## src/rtl/dmem_arbiter_if.sv

```systemverilog
// Bus bundle between the CPU memory stage, the VGA frame reader, MemDatos and dmem_arbiter.
// The arbiter takes the slave view; the surrounding requesters and memory take the master view.
interface dmem_arbiter_if #(
    parameter int ADDR_W = 5,
    parameter int DATA_W = 32
);
    logic              cpu_req;
    logic              cpu_we;
    logic [ADDR_W-1:0] cpu_addr;
    logic [DATA_W-1:0] cpu_wdata;
    logic              cpu_stall;
    logic              cpu_rvalid;
    logic [DATA_W-1:0] cpu_rdata;

    logic              vga_req;
    logic [ADDR_W-1:0] vga_addr;
    logic              vga_gnt;
    logic              vga_rvalid;
    logic [DATA_W-1:0] vga_rdata;

    logic [ADDR_W-1:0] mem_addr;
    logic [DATA_W-1:0] mem_wdata;
    logic              mem_we;
    logic [DATA_W-1:0] mem_rdata;

    modport slave (
        input  cpu_req, cpu_we, cpu_addr, cpu_wdata,
        input  vga_req, vga_addr,
        input  mem_rdata,
        output cpu_stall, cpu_rvalid, cpu_rdata,
        output vga_gnt, vga_rvalid, vga_rdata,
        output mem_addr, mem_wdata, mem_we
    );

    modport master (
        output cpu_req, cpu_we, cpu_addr, cpu_wdata,
        output vga_req, vga_addr,
        output mem_rdata,
        input  cpu_stall, cpu_rvalid, cpu_rdata,
        input  vga_gnt, vga_rvalid, vga_rdata,
        input  mem_addr, mem_wdata, mem_we
    );
endinterface

```

## src/rtl/dmem_arbiter.sv

```systemverilog
// Shares the single MemDatos port between the CPU memory stage and the VGA frame reader.
// The CPU wins by default; a saturating wait counter forces a VGA slot after VGA_MAX_WAIT denials.
//
// rd_owner | meaning
// ---------+----------------------------------------------------------
// OWN_NONE | no read in flight; mem_rdata is ignored this cycle
// OWN_CPU  | CPU read issued last cycle; mem_rdata belongs to the CPU
// OWN_VGA  | VGA read issued last cycle; mem_rdata belongs to the VGA
module dmem_arbiter #(
    parameter int ADDR_W       = 5,
    parameter int DATA_W       = 32,
    parameter int VGA_MAX_WAIT = 4,
    parameter int CNT_W        = 16
) (
    input  logic             clk,
    input  logic             rst_n,
    dmem_arbiter_if.slave    bus,
    output logic [CNT_W-1:0] conflict_cnt
);

    typedef enum logic [1:0] {
        OWN_NONE = 2'd0,
        OWN_CPU  = 2'd1,
        OWN_VGA  = 2'd2
    } owner_e;

    localparam logic [3:0] WAIT_LIM = 4'(VGA_MAX_WAIT);

    logic [3:0]        wait_cnt_q, wait_cnt_d;
    owner_e            rd_owner_q, rd_owner_d;
    logic [CNT_W-1:0]  conflict_q, conflict_d;
    logic [DATA_W-1:0] cpu_hold_q, cpu_hold_d;
    logic [DATA_W-1:0] vga_hold_q, vga_hold_d;

    logic g_vga;
    logic g_cpu;
    logic stall;
    logic cpu_rvalid;
    logic vga_rvalid;

    always_comb begin
        g_vga = bus.vga_req & (~bus.cpu_req | (wait_cnt_q == WAIT_LIM));
        g_cpu = bus.cpu_req & ~g_vga;
        stall = bus.cpu_req & ~g_cpu;
    end

    assign bus.vga_gnt   = g_vga;
    assign bus.cpu_stall = stall;

    always_comb begin
        bus.mem_addr  = '0;
        bus.mem_wdata = '0;
        bus.mem_we    = 1'b0;
        if (g_cpu) begin
            bus.mem_addr  = bus.cpu_addr;
            bus.mem_wdata = bus.cpu_wdata;
            bus.mem_we    = bus.cpu_we;
        end else if (g_vga) begin
            bus.mem_addr = bus.vga_addr;
        end
    end

    // Counter only runs while VGA is actually waiting; dropping the request forfeits the credit.
    always_comb begin
        wait_cnt_d = wait_cnt_q;
        if (g_vga || !bus.vga_req) begin
            wait_cnt_d = '0;
        end else if (wait_cnt_q < WAIT_LIM) begin
            wait_cnt_d = wait_cnt_q + 4'd1;
        end
    end

    always_comb begin
        rd_owner_d = OWN_NONE;
        if (g_vga) begin
            rd_owner_d = OWN_VGA;
        end else if (g_cpu && !bus.cpu_we) begin
            rd_owner_d = OWN_CPU;
        end
    end

    always_comb begin
        conflict_d = conflict_q;
        if (stall && (conflict_q != {CNT_W{1'b1}})) begin
            conflict_d = conflict_q + 1'b1;
        end
    end

    assign cpu_rvalid = (rd_owner_q == OWN_CPU);
    assign vga_rvalid = (rd_owner_q == OWN_VGA);

    always_comb begin
        cpu_hold_d = cpu_rvalid ? bus.mem_rdata : cpu_hold_q;
        vga_hold_d = vga_rvalid ? bus.mem_rdata : vga_hold_q;
    end

    always_ff @(posedge clk or negedge rst_n) begin
        if (!rst_n) begin
            wait_cnt_q <= '0;
            rd_owner_q <= OWN_NONE;
            conflict_q <= '0;
            cpu_hold_q <= '0;
            vga_hold_q <= '0;
        end else begin
            wait_cnt_q <= wait_cnt_d;
            rd_owner_q <= rd_owner_d;
            conflict_q <= conflict_d;
            cpu_hold_q <= cpu_hold_d;
            vga_hold_q <= vga_hold_d;
        end
    end

    // The live read bypasses the hold register so data arrives in the rvalid cycle itself.
    assign bus.cpu_rvalid = cpu_rvalid;
    assign bus.vga_rvalid = vga_rvalid;
    assign bus.cpu_rdata  = cpu_rvalid ? bus.mem_rdata : cpu_hold_q;
    assign bus.vga_rdata  = vga_rvalid ? bus.mem_rdata : vga_hold_q;
    assign conflict_cnt   = conflict_q;

    a_one_grant : assert property (@(posedge clk) disable iff (!rst_n) !(g_vga && g_cpu));
    a_wait_bound : assert property (@(posedge clk) disable iff (!rst_n) wait_cnt_q <= WAIT_LIM);

endmodule

```

## src/flat_wrapper.sv

```systemverilog
// flat-port wrapper written by rule: the top's interface ports become plain ports
module dmem_arbiter_flat 
#(
    parameter int ADDR_W       = 5,
    parameter int DATA_W       = 32,
    parameter int VGA_MAX_WAIT = 4,
    parameter int CNT_W        = 16
)
  (clk, rst_n, conflict_cnt, bus_cpu_req, bus_cpu_we, bus_cpu_addr, bus_cpu_wdata, bus_vga_req, bus_vga_addr, bus_mem_rdata, bus_cpu_stall, bus_cpu_rvalid, bus_cpu_rdata, bus_vga_gnt, bus_vga_rvalid, bus_vga_rdata, bus_mem_addr, bus_mem_wdata, bus_mem_we);
  dmem_arbiter_if #(.ADDR_W(ADDR_W), .DATA_W(DATA_W)) bus_i ();
  input  logic clk;
  input  logic rst_n;
  output logic [CNT_W-1:0] conflict_cnt;
  input wire logic [$bits(bus_i.cpu_req)-1:0] bus_cpu_req;
  input wire logic [$bits(bus_i.cpu_we)-1:0] bus_cpu_we;
  input wire logic [$bits(bus_i.cpu_addr)-1:0] bus_cpu_addr;
  input wire logic [$bits(bus_i.cpu_wdata)-1:0] bus_cpu_wdata;
  input wire logic [$bits(bus_i.vga_req)-1:0] bus_vga_req;
  input wire logic [$bits(bus_i.vga_addr)-1:0] bus_vga_addr;
  input wire logic [$bits(bus_i.mem_rdata)-1:0] bus_mem_rdata;
  output wire logic [$bits(bus_i.cpu_stall)-1:0] bus_cpu_stall;
  output wire logic [$bits(bus_i.cpu_rvalid)-1:0] bus_cpu_rvalid;
  output wire logic [$bits(bus_i.cpu_rdata)-1:0] bus_cpu_rdata;
  output wire logic [$bits(bus_i.vga_gnt)-1:0] bus_vga_gnt;
  output wire logic [$bits(bus_i.vga_rvalid)-1:0] bus_vga_rvalid;
  output wire logic [$bits(bus_i.vga_rdata)-1:0] bus_vga_rdata;
  output wire logic [$bits(bus_i.mem_addr)-1:0] bus_mem_addr;
  output wire logic [$bits(bus_i.mem_wdata)-1:0] bus_mem_wdata;
  output wire logic [$bits(bus_i.mem_we)-1:0] bus_mem_we;
  assign bus_i.cpu_req = bus_cpu_req;
  assign bus_i.cpu_we = bus_cpu_we;
  assign bus_i.cpu_addr = bus_cpu_addr;
  assign bus_i.cpu_wdata = bus_cpu_wdata;
  assign bus_i.vga_req = bus_vga_req;
  assign bus_i.vga_addr = bus_vga_addr;
  assign bus_i.mem_rdata = bus_mem_rdata;
  assign bus_cpu_stall = bus_i.cpu_stall;
  assign bus_cpu_rvalid = bus_i.cpu_rvalid;
  assign bus_cpu_rdata = bus_i.cpu_rdata;
  assign bus_vga_gnt = bus_i.vga_gnt;
  assign bus_vga_rvalid = bus_i.vga_rvalid;
  assign bus_vga_rdata = bus_i.vga_rdata;
  assign bus_mem_addr = bus_i.mem_addr;
  assign bus_mem_wdata = bus_i.mem_wdata;
  assign bus_mem_we = bus_i.mem_we;
  dmem_arbiter #(.ADDR_W(ADDR_W), .DATA_W(DATA_W), .VGA_MAX_WAIT(VGA_MAX_WAIT), .CNT_W(CNT_W)) u_core (.clk(clk), .rst_n(rst_n), .bus(bus_i), .conflict_cnt(conflict_cnt));
endmodule
```

## config.mk

```make
export PLATFORM = sky130hd
export DESIGN_NAME = dmem_arbiter_flat
export DESIGN_NICKNAME = d
export VERILOG_FILES = /design/src/rtl/dmem_arbiter_if.sv /design/src/rtl/dmem_arbiter.sv /design/src/flat_wrapper.sv
export SDC_FILE = /design/constraint.sdc
export NUM_CORES = 1
export LEC_CHECK = 0
export ABC_AREA = 1
export CAP_MARGIN = 20
export CORE_UTILIZATION = 35
export DETAILED_ROUTE_END_ITERATION = 6
export PLACE_DENSITY = 0.69
export SYNTH_ARGS = -nofsm -noshare
export SYNTH_HDL_FRONTEND = slang
export SYNTH_SLANG_ARGS = --single-unit
```

## constraint.sdc

```tcl
create_clock -name clk -period 4.8 [get_ports clk]
set_input_delay 0.96 -clock clk [delete_from_list [all_inputs] [get_ports clk]]
set_output_delay 0.96 -clock clk [all_outputs]
set_load 0.05 [all_outputs]
```

After elaboration in Yosys (flattened, before gate mapping):

Index checks and enable logic that the tools add are counted.

* word-level logic and storage cells: 35
* bits in registers: 86

* muxes and demuxes: 10
* reduce and logical (&&, ||, !) cells: 6
* $add $sub $neg: 2
* magnitude comparators: 1
* bitwise gates (word level): 7
* eq/ne operators: 4

Operators by type and width (count)
* $mux W32: 3
* $add A16 B1 Y16 const B: 1
* $ne A16 B16 Y1 const B: 1
* $mux W5: 2
* $mux W4: 2
* $add A4 B1 Y4 const B: 1
* $eq A4 B3 Y1 const B: 1
* $lt A4 B3 Y1 const B: 1
* $and A1 B1 Y1: 3
* $not A1 Y1: 3
* $eq A2 B1 Y1 const B: 1
* $eq A2 B2 Y1 const B: 1
* $logic_and A1 B1 Y1: 2
* $logic_not A1 Y1: 2
* $mux W1: 2
* $mux W2: 1
* $reduce_bool A2 Y1: 1
* $logic_or A1 B1 Y1: 1
* $or A1 B1 Y1: 1

Depth between registers and ports, before layout:

* depth after elaboration: 8
* mapped depth: 10
* mapped depth without buffers: 10

Least setup slack after synthesis:

Ideal clock, no wire load.

* path type: register to output
* start point: reg u_core.rd_owner_q[1]
* end point: out bus_cpu_rdata[0]
* data required time: 3.840 ns
* stages on the path, launching flop included: 5
* path slack: 1.187 ns
* arrival: 2.653 ns
* cell sequence: dfrtp_1 -> nor2_1 -> inv_2 -> clkbuf_1 -> o21ai_0

* cells in the longest elaborated chain, start to end: 2

RTL lines
* start, declared: line dmem_arbiter.sv:30 `owner_e rd_owner_q, rd_owner_d;`
* start signal, assigned: line dmem_arbiter.sv:106 `rd_owner_q <= rd_owner_d;`
* $eq A2 B1 Y1: line dmem_arbiter.sv:89 `assign cpu_rvalid = (rd_owner_q == OWN_CPU);`
* net bus_cpu_rvalid: line flat_wrapper.sv:22 `output wire logic [$bits(bus_i.cpu_rvalid)-1:0] bus_cpu_rvalid;`
* $mux W32
* end, declared: line flat_wrapper.sv:23 `output wire logic [$bits(bus_i.cpu_rdata)-1:0] bus_cpu_rdata;`

The timed path passes the listed nets, and every way through them passes these cells.

Worst setup path in the final report:

* start point: in bus_cpu_req
* end point: out bus_mem_wdata[3]

* cells in the longest elaborated chain, start to end: 6

RTL lines
* start, declared: line flat_wrapper.sv:14 `input wire logic [$bits(bus_i.cpu_req)-1:0] bus_cpu_req;`
* $not A1 Y1: line dmem_arbiter.sv:42 `g_vga = bus.vga_req & (~bus.cpu_req | (wait_cnt_q == WAIT_LIM));`
* $or A1 B1 Y1: line dmem_arbiter.sv:42
* $and A1 B1 Y1: line dmem_arbiter.sv:42
* $not A1 Y1: line dmem_arbiter.sv:43 `g_cpu = bus.cpu_req & ~g_vga;`
* $and A1 B1 Y1 (*): line dmem_arbiter.sv:43
* $mux W32 (*): line dmem_arbiter.sv:54 `if (g_cpu) begin`
* end, declared: line flat_wrapper.sv:28 `output wire logic [$bits(bus_i.mem_wdata)-1:0] bus_mem_wdata;`

Every way passes the cells marked *; elsewhere a longest branch is shown, timed or not.

==> impl_metrics.env <==
export IMPL_regArea_sq_um=2152
export IMPL_hold_viol_final=0
export IMPL_core_area_sq_um=10940
export IMPL_worst_path_max_fanout=34
export IMPL_p_switching_mw=0.9900
export IMPL_crit_type="in2out"
export IMPL_startpoint="bus_cpu_req"
export IMPL_setup_tns_ns=0
export IMPL_diodes=0
export IMPL_reg2regPathDepth=7
export IMPL_syn_area_per_cell_sq_um=7.877
export IMPL_critical_path_arrival_ns=3.03
export IMPL_power_frac_seq_pct=33.9
export IMPL_holdPathStages=2
export IMPL_antenna_found_initial=0
export IMPL_grt_pass1_vias=3638
export IMPL_cts_buffers=9
export IMPL_final_cells=840
export IMPL_cp_end_kind="output port"
export IMPL_io_pins=201
export IMPL_worst_slack_ns=0.8050
export IMPL_fill_cells=979
export IMPL_wire_per_inst_microns=12.67
export IMPL_crit_required_ns=3.84
export IMPL_status="finished, final reports clean"
export IMPL_synth_cells=501
export IMPL_die_area_sq_um=11700
export IMPL_placementRows=38
export IMPL_critPathTopFamily="simple AND/OR/NAND/NOR gates"
export IMPL_min_to="u_core.cpu_hold_q[16]"
export IMPL_r2r_start="u_core.wait_cnt_q[0]"
export IMPL_maxCapViolCount=0
export IMPL_power_frac_comb_pct=37.4
export IMPL_drc=0
export IMPL_num_vias=3795
export IMPL_place_ws_ns=0.7933
export IMPL_final_layout_size_suffix_gt1_share_pct=9.000
export IMPL_dr_pass1_iters=4
export IMPL_clk_path_buf_depth=2
export IMPL_tightest_slew_ns=0.9729
export IMPL_finalClockSkew_ns=0.01113
export IMPL_power_leakage_nw=3.153
export IMPL_gp_congestion=0.7877
export IMPL_min_period_ns=3.995
export IMPL_hold_slack_ns=0.4941
export IMPL_critical_path_max_stage_delay_ns=0.64
export IMPL_crit_path_cell_trace="clkdlybuf4s50_1 > nand2_1 > nand2_1 > nand2_1 > nor2_1 > buf_4"
export IMPL_slew_headroom_pct=34.98
export IMPL_total_power_mw=2.593
export IMPL_cts_sinks=86
export IMPL_min_period_over_period_pct=83.23
export IMPL_ys_types=22
export IMPL_port_buffer_count=200
export IMPL_worstReg2RegEnd="u_core.rd_owner_q[0]"
export IMPL_power_internal_mw=1.603
export IMPL_htree_num_levels=3
export IMPL_hp_class="reg2reg"
export IMPL_clock_fmax_mhz=250.3
export IMPL_start_util_pct=36.09
export IMPL_cp_slowest_cell="clkdlybuf4s50_1"
export IMPL_cp_start_kind="input pin"
export IMPL_vdd_ir_drop_max_v=0.0002138
export IMPL_setup_viol=0
export IMPL_fin_nets=777
export IMPL_netlist_area_sq_um=3946
export IMPL_clkSlewWorstSetupHoldPaths_ns=0.06
export IMPL_multi_input_area_sq_um=1385
export IMPL_p_clk_share_pct=28.7
export IMPL_rsz0062_at_grt="no"
export IMPL_post_route_util_pct=57.60
export IMPL_grt_ovfl_total=0
export IMPL_cts_resized=0
export IMPL_path_buf_inv=2
export IMPL_hpwl_microns=7863
export IMPL_wirelength_microns=10640
export IMPL_ys_seq_area_share_pct=54.53
export IMPL_slew_violations=0
export IMPL_grt_pass1_wl_microns=16880
export IMPL_clock_latency_ns=0.34
export IMPL_critPathMostFrequentCell="nand2_1"
export IMPL_grt_usage_pct=18.70
export IMPL_drtAntennaViolNets=0
export IMPL_postCtsHoldBufs=0
export IMPL_drt_initial_drc_count=201
export IMPL_syn2layout_area_growth_pct=59.61
export IMPL_grt_start_max_net_pins=66
export IMPL_place_inst=823
export IMPL_chipHeight_microns=108.2
export IMPL_synth_nets=583
export IMPL_cts_root_buf="clkbuf_16"
export IMPL_power_density_nw_per_um2=411.7
export IMPL_r2r_slack_ns=2.77
export IMPL_vias_per_cell=4.518
export IMPL_placed_area_sq_um=5956
export IMPL_ys_ff_latch=86
export IMPL_switching_share_pct=38.18
export IMPL_fin_area_sq_um=6299
export IMPL_die_x_microns=108.2
export IMPL_yosysWarnings=0
export IMPL_cts_tree="built"
export IMPL_cts_setup_buffers=0
export IMPL_holdCritStartpoint="u_core.cpu_hold_q[16]"
[worst max path at each step]
stage | end | slack, ns | cells past startpoint
after floorplan | bus_cpu_rdata[0] | 1.19 | 4
after global placement | bus_mem_addr[1] | 0.89 | 7
after detailed placement | bus_mem_wdata[3] | 0.79 | 6
after CTS | bus_mem_wdata[3] | 0.80 | 6
after global routing | bus_mem_wdata[10] | 0.53 | 6
final | bus_mem_wdata[3] | 0.81 | 6
[final cells by class]
type	count	area share, %
clock inverter	7	1.549
tap	140	2.781
inverter	85	5.066
timing repair buffer	202	30.87
clock buffer	9	3.576
sequential	86	34.17
multi-input combinational	311	21.99
[kinds of logic (layout without fill, tap and decap cells)]
family / count (synthesis) / in the layout / share of synthesized area, %
flip-flops: 86 / 86 / 54.53
AND/OR/NAND/NOR: 229 / 229 / 23.02
adder cells (fa/ha/maj): 3 / 3 / 0.9513
AO/OA/AOI/OAI: 71 / 71 / 9.290
XOR/XNOR: 8 / 8 / 1.775
buffers and inverters: 104 / 303 / 10.43
[tightest hold or removal path, stage by stage (launching register included)]
cell     delay [ns]
dfrtp_1        0.32
nand2_1        0.04
o21ai_0        0.09
[cells in the mapped netlist (all sizes together)]
| cell type | n | share of area (%) |
|---|---|---|
| buf | 8 | 1.3 |
| nor2 | 58 | 5.7 |
| nand2 | 154 | 15 |
| clkbuf | 11 | 1.0 |
| dfrtp | 86 | 55 |
| a21oi | 2 | 0.25 |
| nand3b | 2 | 0.38 |
| xnor2 | 4 | 0.89 |
| ha | 3 | 0.95 |
| xor2 | 4 | 0.89 |
| nand4 | 2 | 0.32 |
| nand3 | 13 | 1.8 |
| inv | 85 | 8.1 |
| o21ai | 69 | 9.0 |
[metal layers]
layer	track usage, %	wire (microns)	vias to the layer above
li1	-	-	1899
met1	21.20	4301	1721
met2	32.39	5132	158
met3	4.822	938	17
met4	9.491	269	0
met5	0	0	-
[sequential cells by signal, summed over array words and instances (netlist names)]
register             cells
u_core.wait_cnt_q        4
u_core.conflict_cnt     16
u_core.rd_owner_q        2
u_core.vga_hold_q       32
u_core.cpu_hold_q       32
[cells in the final DEF (no fill, tap or decap)]
| cell | n |
|---|---|
| clkdlybuf4s50_1 | 166 |
| nand2_1 | 152 |
| dfrtp_1 | 86 |
| inv_1 | 81 |
| o21ai_0 | 67 |
| nor2_1 | 55 |
| buf_4 | 35 |
| nand3_1 | 12 |
| clkbuf_16 | 9 |
| inv_2 | 4 |
| xnor2_1 | 4 |
| xor2_1 | 4 |
| nor2_2 | 3 |
| ha_1 | 3 |
| nand4_1 | 2 |
| nand3b_1 | 2 |
| a21oi_1 | 2 |
| bufinv_16 | 2 |
| clkinvlp_4 | 2 |
| nand2_2 | 1 |
| nand3_2 | 1 |
| nand2_4 | 1 |
| o21ai_4 | 1 |
| o21ai_1 | 1 |
| inv_6 | 1 |
| clkinv_2 | 1 |
| clkinv_4 | 1 |
| buf_12 | 1 |
[power groups by stage]
stage	logic (mW)	registers [mW]	clock network (mW)
2_1_floorplan	0.568	0.929	0
3_3_place_gp	0.962	0.886	0
3_5_place_dp	0.973	0.892	0
4_1_cts	0.976	0.879	0.764
5_1_grt	1.02	0.890	0.797
6_report	0.970	0.879	0.745
No activity file was read; power rests on OpenSTA's default activity.
